==> config.mk <==
export PLATFORM = sky130hd
export DESIGN_NAME = uart_rx_flat
export DESIGN_NICKNAME = d
export VERILOG_FILES = /design/src/rtl/uart_rx_if.sv /design/src/rtl/uart_rx.sv /design/src/flat_wrapper.sv
export SDC_FILE = /design/constraint.sdc
export NUM_CORES = 1
export LEC_CHECK = 0
export ABC_AREA = 0
export CORE_ASPECT_RATIO = 1.4
export CORE_MARGIN = 1.5
export CORE_UTILIZATION = 30
export DETAILED_ROUTE_END_ITERATION = 12
export SLEW_MARGIN = 20
export SYNTH_ARGS = -nofsm -noshare
export SYNTH_HDL_FRONTEND = slang
export SYNTH_SLANG_ARGS = --single-unit
==> constraint.sdc <==
create_clock -name inclk -period 2.25 [get_ports inclk]
set_input_delay 0.45 -clock inclk [delete_from_list [all_inputs] [get_ports inclk]]
set_output_delay 0.45 -clock inclk [all_outputs]
set_load 0.005 [all_outputs]
==> src/rtl/uart_rx_if.sv <==
// Receive-side byte handshake between uart_rx and its consumer.
// rx_data and the error flags are valid while rx_rdy is high.
interface uart_rx_if;
  logic [7:0] rx_data;
  logic       rx_rdy;
  logic       rx_ack;
  logic       rx_perr;
  logic       rx_ferr;
  logic       rx_ovr;

  // master: the receiver that produces bytes; slave: the consumer that acks them
  modport master (
    output rx_data,
    output rx_rdy,
    output rx_perr,
    output rx_ferr,
    output rx_ovr,
    input  rx_ack
  );

  modport slave (
    input  rx_data,
    input  rx_rdy,
    input  rx_perr,
    input  rx_ferr,
    input  rx_ovr,
    output rx_ack
  );
endinterface

==> src/rtl/uart_rx.sv <==
// UART receiver: 8 data bits LSB first, optional parity, one stop bit, mid-bit sampling.
// Each byte is presented with parity/framing/overrun flags on a rdy/ack handshake.
module uart_rx #(
  parameter int    CLKS_PER_BIT = 16,
  parameter string PARITY       = "NONE"
) (
  input  logic        inclk,
  input  logic        rst,
  input  logic        rxd,
  uart_rx_if.master   rx_if,
  output logic [2:0]  o_dbg_state
);

  localparam int CW = $clog2(CLKS_PER_BIT);
  localparam logic [CW-1:0] HALF_M1 = CW'(CLKS_PER_BIT / 2 - 1);
  localparam logic [CW-1:0] FULL_M1 = CW'(CLKS_PER_BIT - 1);
  localparam bit HAS_PAR = (PARITY != "NONE");
  localparam bit ODD_PAR = (PARITY == "ODD");

  typedef enum logic [2:0] {
    S_IDLE   = 3'd0,
    S_START  = 3'd1,
    S_DATA   = 3'd2,
    S_PARITY = 3'd3,
    S_STOP   = 3'd4,
    S_BRK    = 3'd5
  } state_t;

  state_t        r_state;
  logic          r_sync1;
  logic          r_sync2;
  logic [CW-1:0] r_cnt;
  logic [3:0]    r_bit;
  logic [7:0]    r_shift;
  logic          r_par_err;
  logic [7:0]    r_data;
  logic          r_rdy;
  logic          r_perr;
  logic          r_ferr;
  logic          r_ovr;

  state_t        w_state_nx;
  logic [CW-1:0] w_cnt_nx;
  logic [3:0]    w_bit_nx;
  logic [7:0]    w_shift_nx;
  logic          w_par_err_nx;
  logic          w_commit;
  logic          w_rxd_s;
  logic          w_full;
  logic          w_exp_par;

  assign w_rxd_s   = r_sync2;
  assign w_full    = (r_cnt == FULL_M1);
  assign w_exp_par = ODD_PAR ? ~(^r_shift) : (^r_shift);

  always_ff @(posedge inclk or posedge rst) begin
    if (rst) begin
      r_sync1   <= 1'b1;
      r_sync2   <= 1'b1;
      r_state   <= S_IDLE;
      r_cnt     <= '0;
      r_bit     <= 4'd0;
      r_shift   <= 8'h00;
      r_par_err <= 1'b0;
    end else begin
      r_sync1   <= rxd;
      r_sync2   <= r_sync1;
      r_state   <= w_state_nx;
      r_cnt     <= w_cnt_nx;
      r_bit     <= w_bit_nx;
      r_shift   <= w_shift_nx;
      r_par_err <= w_par_err_nx;
    end
  end

  always_comb begin
    w_state_nx   = r_state;
    w_cnt_nx     = r_cnt;
    w_bit_nx     = r_bit;
    w_shift_nx   = r_shift;
    w_par_err_nx = r_par_err;
    w_commit     = 1'b0;
    case (r_state)
      S_IDLE: begin
        if (!w_rxd_s) begin
          w_state_nx   = S_START;
          w_cnt_nx     = '0;
          w_bit_nx     = 4'd0;
          w_par_err_nx = 1'b0;
        end
      end
      S_START: begin
        // A start bit that is high again at mid-bit was a glitch.
        if (r_cnt == HALF_M1) begin
          w_cnt_nx   = '0;
          w_state_nx = w_rxd_s ? S_IDLE : S_DATA;
        end else begin
          w_cnt_nx = r_cnt + CW'(1);
        end
      end
      S_DATA: begin
        if (w_full) begin
          w_cnt_nx   = '0;
          w_shift_nx = {w_rxd_s, r_shift[7:1]};
          if (r_bit == 4'd7) begin
            w_bit_nx   = 4'd0;
            w_state_nx = HAS_PAR ? S_PARITY : S_STOP;
          end else begin
            w_bit_nx = r_bit + 4'd1;
          end
        end else begin
          w_cnt_nx = r_cnt + CW'(1);
        end
      end
      S_PARITY: begin
        if (w_full) begin
          w_cnt_nx     = '0;
          w_par_err_nx = (w_rxd_s != w_exp_par);
          w_state_nx   = S_STOP;
        end else begin
          w_cnt_nx = r_cnt + CW'(1);
        end
      end
      S_STOP: begin
        // Low stop bit: park in BRK so a held-low line cannot retrigger.
        if (w_full) begin
          w_cnt_nx   = '0;
          w_commit   = 1'b1;
          w_state_nx = w_rxd_s ? S_IDLE : S_BRK;
        end else begin
          w_cnt_nx = r_cnt + CW'(1);
        end
      end
      S_BRK: begin
        if (w_rxd_s) w_state_nx = S_IDLE;
      end
      default: w_state_nx = S_IDLE;
    endcase
  end

  // Handshake: rx_rdy rises on a commit and falls on the edge that samples
  // rx_ack high; a commit on that same edge wins, so the new byte replaces the
  // old one and rx_rdy stays high. A commit while rx_rdy is held without ack
  // drops the frame and raises rx_ovr. rx_ack while rx_rdy is low is ignored.
  always_ff @(posedge inclk or posedge rst) begin
    if (rst) begin
      r_data <= 8'h00;
      r_rdy  <= 1'b0;
      r_perr <= 1'b0;
      r_ferr <= 1'b0;
      r_ovr  <= 1'b0;
    end else if (w_commit) begin
      if (!r_rdy || rx_if.rx_ack) begin
        r_data <= r_shift;
        r_perr <= r_par_err;
        r_ferr <= ~w_rxd_s;
        r_rdy  <= 1'b1;
        r_ovr  <= 1'b0;
      end else begin
        r_ovr <= 1'b1;
      end
    end else if (r_rdy && rx_if.rx_ack) begin
      r_rdy  <= 1'b0;
      r_perr <= 1'b0;
      r_ferr <= 1'b0;
      r_ovr  <= 1'b0;
    end
  end

  assign rx_if.rx_data = r_data;
  assign rx_if.rx_rdy  = r_rdy;
  assign rx_if.rx_perr = r_perr;
  assign rx_if.rx_ferr = r_ferr;
  assign rx_if.rx_ovr  = r_ovr;
  assign o_dbg_state   = r_state;

endmodule

==> src/flat_wrapper.sv <==
// flat-port wrapper written by rule: the top's interface ports become plain ports
module uart_rx_flat 
#(
  parameter int    CLKS_PER_BIT = 16,
  parameter string PARITY       = "    "
)
  (inclk, rst, rxd, o_dbg_state, rx_if_rx_data, rx_if_rx_rdy, rx_if_rx_perr, rx_if_rx_ferr, rx_if_rx_ovr, rx_if_rx_ack);
  uart_rx_if rx_if_i ();
  input  logic inclk;
  input  logic rst;
  input  logic rxd;
  output logic [2:0] o_dbg_state;
  output wire logic [$bits(rx_if_i.rx_data)-1:0] rx_if_rx_data;
  output wire logic [$bits(rx_if_i.rx_rdy)-1:0] rx_if_rx_rdy;
  output wire logic [$bits(rx_if_i.rx_perr)-1:0] rx_if_rx_perr;
  output wire logic [$bits(rx_if_i.rx_ferr)-1:0] rx_if_rx_ferr;
  output wire logic [$bits(rx_if_i.rx_ovr)-1:0] rx_if_rx_ovr;
  input wire logic [$bits(rx_if_i.rx_ack)-1:0] rx_if_rx_ack;
  assign rx_if_rx_data = rx_if_i.rx_data;
  assign rx_if_rx_rdy = rx_if_i.rx_rdy;
  assign rx_if_rx_perr = rx_if_i.rx_perr;
  assign rx_if_rx_ferr = rx_if_i.rx_ferr;
  assign rx_if_rx_ovr = rx_if_i.rx_ovr;
  assign rx_if_i.rx_ack = rx_if_rx_ack;
  uart_rx #(.CLKS_PER_BIT(CLKS_PER_BIT), .PARITY(PARITY)) u_core (.inclk(inclk), .rst(rst), .rxd(rxd), .rx_if(rx_if_i), .o_dbg_state(o_dbg_state));
endmodule
# Word-level counts from Yosys, hierarchy flattened

Index checks and enable logic that the tools add are counted.

Flip-flop bits (word level): 34
Latch bits: 0
RAM bits: 0
Memory bits (read-only): 0
Input bits: 4
Output and inout port bits: 15
Word-level logic and storage cells: 80
Memories kept: 0

$add $sub $neg: 2
$mul: 0
Divide/modulo/power cells: 0
Order comparisons: 0
Equality and inequality tests: 17
Shifts and indexed selects: 0
Mux-type cells: 31
Bitwise gates (word level): 1
Reductions and logical operators: 17

Operators by type and width:

| cell                                          | count |
|---|---|
| two-way mux 3 bit                             | 8 |
| two-way mux 4 bit                             | 5 |
| one-hot mux 3 bit (6 select lines)            | 1 |
| two-way mux 1 bit                             | 13 |
| != test 2 x 1 -> 1 bit, second input constant | 6 |
| one-hot mux 4 bit (3 select lines)            | 1 |
| adder 4 x 1 -> 4 bit, second input constant   | 2 |
| == test 4 x 3 -> 1 bit, second input constant | 2 |
| one-hot mux 4 bit (2 select lines)            | 1 |
| AND reduction 2 bit                           | 4 |
| XOR reduction 8 bit                           | 1 |
| AND reduction 7 bit                           | 1 |
| == test 3 x 2 -> 1 bit, second input constant | 2 |
| == test 3 bit, second input constant          | 2 |
| AND reduction 3 bit                           | 2 |
| nonzero test 2 bit                            | 3 |
| == test 4 bit, second input constant          | 1 |
| != test 2 bit, second input constant          | 2 |
| == test 3 x 1 -> 1 bit, second input constant | 1 |
| zero test 3 bit                               | 1 |
| nonzero test 3 bit                            | 1 |
| OR reduction 3 bit                            | 1 |
| two-way mux 2 bit                             | 1 |
| one-hot mux 1 bit (2 select lines)            | 1 |
| other kinds (5)                               | 5 |

# Logic depth before layout (Yosys ltp)

Gate-level depths: netlist of the first run.

Word-level depth: 5
Mapped depth: 8
Gate-level depth less buffers: 6

# Worst setup path after synthesis of the first run

Ideal clock, no wire load.

Path type: register -> register
Start point: register u_core.r_cnt[0]
End point: register u_core.r_data[0], in the netlist u_core.rx_if.rx_data[0]
Library setup time: 125 ps
Data arrival time: 1,631 ps
Data required time: 2,125 ps
Path slack: 493 ps
Stages on the path, launching flop included: 8
Buffers on the path: 2
Period minus slack after synthesis: 1,757 ps
Path through: dfrtp_1 > ha_1 > and3_1 > buf_4 > and3_1 > buf_6 > nand2_8 > mux2_4

Word-level cells in the longest chain between the ends: 4

Ends and longest elaborated chain:

| item                          | line           | RTL |
|---|---|---|
| from (decl)                   | uart_rx.sv:32  | `logic [CW-1:0] r_cnt;` |
| from (signal assigned)        | uart_rx.sv:69  | `r_cnt <= w_cnt_nx;` |
| == test 4 bit                 | uart_rx.sv:53  | `assign w_full = (r_cnt == FULL_M1);` |
| two-way mux 1 bit             | uart_rx.sv:126 | `if (w_full) begin` |
| two-way mux 1 bit             | uart_rx.sv:83  | `case (r_state)` |
| AND reduction 2 bit (no line) | --             |  |
| to (signal assigned)          | uart_rx.sv:154 | `r_data <= r_shift;` |
| to (decl)                     | uart_rx.sv:36  | `logic [7:0] r_data;` |

No other way between the ends.
A chain may end at the register's enable or synchronous reset.

# Worst setup path after layout of the first run

Start point: register u_core.r_state[0], in the netlist u_core.o_dbg_state[0]
End point: output port o_dbg_state[0]

RTL lines:

| item                   | line               | RTL |
|---|---|---|
| from (decl)            | uart_rx.sv:29      | `state_t r_state;` |
| from (signal assigned) | uart_rx.sv:68      | `r_state <= w_state_nx;` |
| to (decl)              | flat_wrapper.sv:12 | `output logic [2:0] o_dbg_state;` |

No word-level cell between the ends.

==> metrics.txt, run 1 <==
die area=6070 um2; RSZ-0062 raised after global routing=no; fin crit share=87.9%; Total Routing Usage GR=11.7%; Fmax=506 MHz; Max-slew headroom=roughly 65%; via count=1139; Max clock buf depth=2; clk root buf=clkbuf_8; max-cap violations=0; routability cong.=about 0.75; Async S/R FF share, synth=100%; Gate power share=31.4%; CP Launch Type=flip-flop; Die Span X=66.3 um; PwrDens=between 900 and 1000 nW/um2; Post-CTS Setup Inserts=0; area added between synthesis and finish=20.7%; register area share after synthesis=50.8%; Synth Instances=146; H-tree depth=2; Antenna diodes=0; number of synthesized flops with an enable pin=0; Yosys warnings=0; post-detail-place hpwl=2120 um; Net Sw Power=0.684 mW; worst slew pin tran=0.530 ns; router iterations before antenna repair=4; global-route wire length before repair=5390 um; part of the power in registers=about two fifths; fillers=570; critical path class=flip-flop to primary output; prevailing post-synth register cell=dfrtp_1; DRC violations left=0; leakage power=0.928 nW; Seq cells post-synth=34; crit path buf inv count=1; Clk pwr share=27.7%; met3 Resource Use GR=3.84%; CTS Sinks=34; Worst path slowest cell=dfrtp_1; pin count of the biggest net entering global routing=35; total CTS buffers=5; wire per inst=12.8 um; Cell Count, Final, Fillers Out=around 240; Yosys cell types=42; chip height=91.6 um; fraction of layout instances using a drive strength above 1=18.6%; Post-Syn Area=1680 um2; CP peak stage delay=0.64 ns; P_int=1.33 mW; CTS resizes=0; Final #Nets=between 150 and 200; syn avg cell area=11.5 um2; antenna violations before repair=0; Clock Latency Late Sink=roughly 0.28 ns; Final Instance Area=2030 um2; port bufs=18; grt ovf=0; WP data arrival=1.53 ns; FF/Latch Area=853 um2; crit-path max FO=15; worst vdd ir=355 uV; Fin Clk Skew=~0.004 ns; area of the multi-input gates=762 um2; placed inst area=~1900 um2; final setup TNS=0 ns; Most Crowded Layer GR=met2; io pins=19; Net Count, Synth=152; DRT iter0 DRCs=50; placed cells=roughly 230; Post-Route WL=3010 um; grt met1 use=14.7%; Via density=roughly 4.8; cell family with the largest share of critical-path delay=flip-flops; core area=about 5400 um2; vias in the first global route=between 1000 and 1500; count of final setup violators=0; CP Cell Sequence=clkdlybuf4s50_1; Routed Antenna Nets=0; worst min-delay path category=flip-flop to flip-flop; Hold Fails Final Rpt=0; CTS Hold Bufs=0; status=complete, no violations; WP data required=1.80 ns; Min Hold Slack=~0.36 ns; Worst Setup End Kind=primary output; Rows=32; Slew Viols, Final=0; Period minus WS final=1.98 ns; switch share=34.0%; CTS tree=built; met2 Use GR=between 15 and 20%; initial core utilization=30.9%; clk slew on worst S/H paths=0.07 ns
==> final cells by class <==
type / instances / area share (%)
Clock buffer: 5 / 3.39
Clock inverter: 3 / 2.22
Inverter: 5 / 0.925
Multi-Input combinational cell: 100 / 37.6
Timing Repair Buffer: 20 / 9.62
Tap cell: 68 / 4.19
Sequential cell: 34 / 42.1
==> stage by stage <==
| step | total power [mW] | utilization [%] | setup slack [ns] |
|---|---|---|---|
| 2_1_floorplan | 1.30 | - | 0.493 |
| 3_3_place_gp | 1.46 | 35.2 | 0.341 |
| 3_5_place_dp | 1.47 | 35.2 | 0.305 |
| 4_1_cts | 2.04 | 37.2 | 0.285 |
| 5_1_grt | 2.17 | 37.2 | 0.143 |
| 6_report | 2.01 | 37.2 | 0.273 |
==> power groups by stage <==
stage	combinational [mW]	clock [mW]	sequential [mW]
final	0.632	0.557	0.824
after CTS	0.641	0.577	0.821
after floorplan	0.527	0	0.775
after detailed placement	0.640	0	0.834
after global routing	0.723	0.601	0.844
after global placement	0.629	0	0.830
==> sequential cells by signal, indices dropped and copies added, names as in the netlist, 3 cells and up <==
signal	count
u_core.r_shift	8
u_core.rx_if.rx_data	8
u_core.o_dbg_state	3
u_core.r_bit	4
u_core.r_cnt	4
==> synthesized netlist by cell type (2+ instances only) <==
master,number,share of area (%)
o21ai_0,10,3.0
nand2_1,8,1.8
o21ai_1,2,0.60
nor2_1,12,2.7
xnor2_1,6,3.1
ha_1,2,1.5
buf_2,4,1.2
buf_4,2,0.89
nand2b_1,4,1.5
mux2_4,8,7.1
nand3_1,3,0.89
mux2_2,7,4.7
nor2b_1,4,1.5
and3_1,2,0.74
dfstp_2,2,3.1
a211oi_1,2,0.89
dfrtp_1,32,48
a21oi_1,6,1.8
mux2i_1,2,1.2
nor3_1,2,0.60
inv_1,5,1.1
==> kinds of logic (layout without fill, tap and decap cells) <==
family | Yosys count | in the layout | synth area share, %
multiplexers | 17 | 17 | 13.0
flip-flops | 34 | 34 | 50.8
adder cells (fa/ha/maj) | 2 | 2 | 1.49
buffers and inverters | 12 | 33 | 3.87
AO/OA/AOI/OAI | 31 | 31 | 11.9
AND/OR/NAND/NOR | 42 | 42 | 13.9
XOR/XNOR | 8 | 8 | 4.99
==> layer usage <==
layer	vias up	share of wire [%]
met5	-	0
met4	0	2.1
met3	6	3.1
met2	16	50
met1	563	45
li1	554	-
==> placed cells by master, fill, tap and decap left out, types with 2 or more instances in the layout <==
cell type         n
a211oi_1          2
a21oi_1           6
and3_1            2
buf_4             2
clkbuf_8          5
clkdlybuf4s50_1  18
clkinvlp_4        2
dfrtp_1          32
dfstp_2           2
ha_1              2
inv_1             5
mux2_2            7
mux2_4            8
mux2i_1           2
nand2_1           8
nand2b_1          4
nand3_1           3
nor2_1           12
nor2b_1           4
nor3_1            2
o21ai_0          10
o21ai_1           2
xnor2_1           6
==> final timing paths <==
check	start	endpoint	slack, ns	depth (start not counted)
min	u_core.r_sync1	u_core.r_sync2	0.36	0
max in group asynchronous	rst	u_core.r_sync1	1.36	3
max	u_core.o_dbg_state[0]	o_dbg_state[0]	0.27	1
min reg2reg	u_core.r_sync1	u_core.r_sync2	0.36	0
max reg2reg	u_core.r_cnt[0]	u_core.rx_if.rx_data[1]	0.29	5
min in group asynchronous	rst	u_core.r_shift[0]	0.56	3
No activity file was read; power rests on OpenSTA's default activity.
==> inputs of run 2 (changes only) <==
--- a/config.mk
+++ b/config.mk
@@ -10,7 +10,6 @@
 export CORE_MARGIN = 1.5
 export CORE_UTILIZATION = 30
 export DETAILED_ROUTE_END_ITERATION = 12
-export SLEW_MARGIN = 20
 export SYNTH_ARGS = -nofsm -noshare
 export SYNTH_HDL_FRONTEND = slang
 export SYNTH_SLANG_ARGS = --single-unit
==> results of run 2 <==
No change in the layout: final DEF, timing and power equal those of run 1.
==> inputs of run 3 (changes only) <==
--- a/config.mk
+++ b/config.mk
@@ -8,8 +8,9 @@
 export ABC_AREA = 0
 export CORE_ASPECT_RATIO = 1.4
 export CORE_MARGIN = 1.5
-export CORE_UTILIZATION = 30
+export CORE_UTILIZATION = 25
 export DETAILED_ROUTE_END_ITERATION = 12
+export SLEW_MARGIN = 15
 export SYNTH_ARGS = -nofsm -noshare
 export SYNTH_HDL_FRONTEND = slang
 export SYNTH_SLANG_ARGS = --single-unit
==> metrics.txt, run 3 (synthesis gave the netlist of run 1 again) <==
via count=1136; reg2reg end=u_core.rx_if.rx_data[6]; crit-path max FO=9; CTS resizes=0; status=complete, no violations; worst r2r src=u_core.r_cnt[0]; Max-slew headroom=66.3%; worst min-delay path category=flip-flop to flip-flop; routability cong.=0.825; Die Span X=72.3 um; crit path to=u_core.rx_if.rx_data[6]; Util after Layout=between 30 and 40%; Reg2Reg Depth=5; Worst Setup End Kind=flip-flop; DRT iter0 DRCs=20; crit path buf inv count=0; Total Routing Usage GR=9.46%; Clock Latency Late Sink=0.28 ns; RSZ-0062 raised after global routing=no; CP Launch Point=u_core.r_cnt[0]; die area=7230 um2; pin count of the biggest net entering global routing=16; Antenna diodes=0; count of final setup violators=0; critical path class=flip-flop to flip-flop; pre-CTS setup slack=0.302 ns; CP Cell Sequence=ha_1 -> and3_1 -> and3_1 -> nand2_8 -> mux2_4; worst vdd ir=463 uV; CTS Sinks=34; fin crit share=87.6%; Fmax=508 MHz; clk slew on worst S/H paths=~0.07 ns; CP Launch Type=flip-flop; Tot Pwr=a little under 2 mW; Worst Slack Setup Final=around 0.28 ns; final setup TNS=0 ns; io pins=19; clk root buf=clkbuf_8; Final #Nets=172; grt ovf=0; fraction of layout instances using a drive strength above 1=a little under a fifth; Routed Antenna Nets=0; port bufs=18; WP data required=2.42 ns; Crit path top cell by count=and3_1; total CTS buffers=5; Post-CTS Setup Inserts=0; initial core utilization=25.8%; H-tree depth=2; PwrDens=between 900 and 1000 nW/um2; Hold Fails Final Rpt=0; DRC violations left=0; worst slew pin tran=0.506 ns; CP peak stage delay=0.39 ns; chip height=100 um; Min Hold Slack=0.350 ns; antenna violations before repair=0; Slew Viols, Final=0; Rows=35; Fin Clk Skew=0.00579 ns; vias in the first global route=~1100; most common cell after layout, fill and taps aside=dfrtp_1; wire per inst=13.2 um; Via density=~4.7; core area=roughly 6500 um2; area added between synthesis and finish=20.0%; cell family with the largest share of critical-path delay=simple AND/OR/NAND/NOR gates; max-cap violations=0; CTS Hold Bufs=0; Max clock buf depth=2; CTS tree=built; Worst path slowest cell=dfrtp_1; commonest cells after routing, fill and taps aside=dfrtp_1, clkdlybuf4s50_1, nor2_1; global-route wire length before repair=5250 um; leakage power=0.925 nW; critical path depth=5; r2r setup slk=0.28 ns; Post-Route WL=3190 um; WP data arrival=2.14 ns; post-detail-place hpwl=about 2300 um; router iterations before antenna repair=4; Period minus WS final=around 2.0 ns
[run 3: changes by cell type in the layout (fill, tap and decap cells not counted)]
cell,previous run,this run
bufinv_16,1,0
clkbuf_8,5,6
clkinv_2,0,1
clkinvlp_4,2,1
[run 3: area by class of cell]
type | instances | area, um2
tap | 74 | 92.6
sequential | 34 | 853
inverter | 5 | 18.8
multi-input combinational | 100 | 762
clock inverter | 2 | 12.5
fill | 665 | 4510
timing repair buffer | 20 | 195
clock buffer | 6 | 82.6
[run 3: metrics by stage]
stage | instance area (um2) | instances
final | 2020 | 241
after global routing | 2020 | 241
after CTS | 2020 | 241
after detailed placement | 1920 | 233
after global placement | 1920 | 233
after floorplan | 1680 | 146
[run 3: where the power goes]
part / leakage, nW / internal, mW / total [mW] / switching [mW]
Combinational: 0.421 / 0.294 / 0.611 / 0.317
Clock: 0.0472 / 0.246 / 0.471 / 0.225
Sequential: 0.456 / 0.695 / 0.843 / 0.148
Total: 0.925 / 1.24 / 1.93 / 0.690
[run 3: worst min-delay path by stage]
stage / startpoint / slack [ns] / end / cells past startpoint
finish: u_core.r_sync1 / 0.35 / u_core.r_sync2 / 0
floorplan: u_core.r_sync1 / 0.35 / u_core.r_sync2 / 0
global placement: u_core.r_sync1 / 0.35 / u_core.r_sync2 / 0
global route: u_core.r_sync1 / 0.36 / u_core.r_sync2 / 0
CTS: u_core.r_sync1 / 0.36 / u_core.r_sync2 / 0
detailed placement: u_core.r_sync1 / 0.35 / u_core.r_sync2 / 0
[run 3: layer usage]
metal / up-vias / global-route usage, % / share of wire, %
li1: 551 / - / -
met1: 556 / 10.4 / 43
met2: 20 / 15.7 / 50
met3: 9 / 3.31 / 3.6
met4: 0 / 5.37 / 2.7
met5: - / 0 / 0
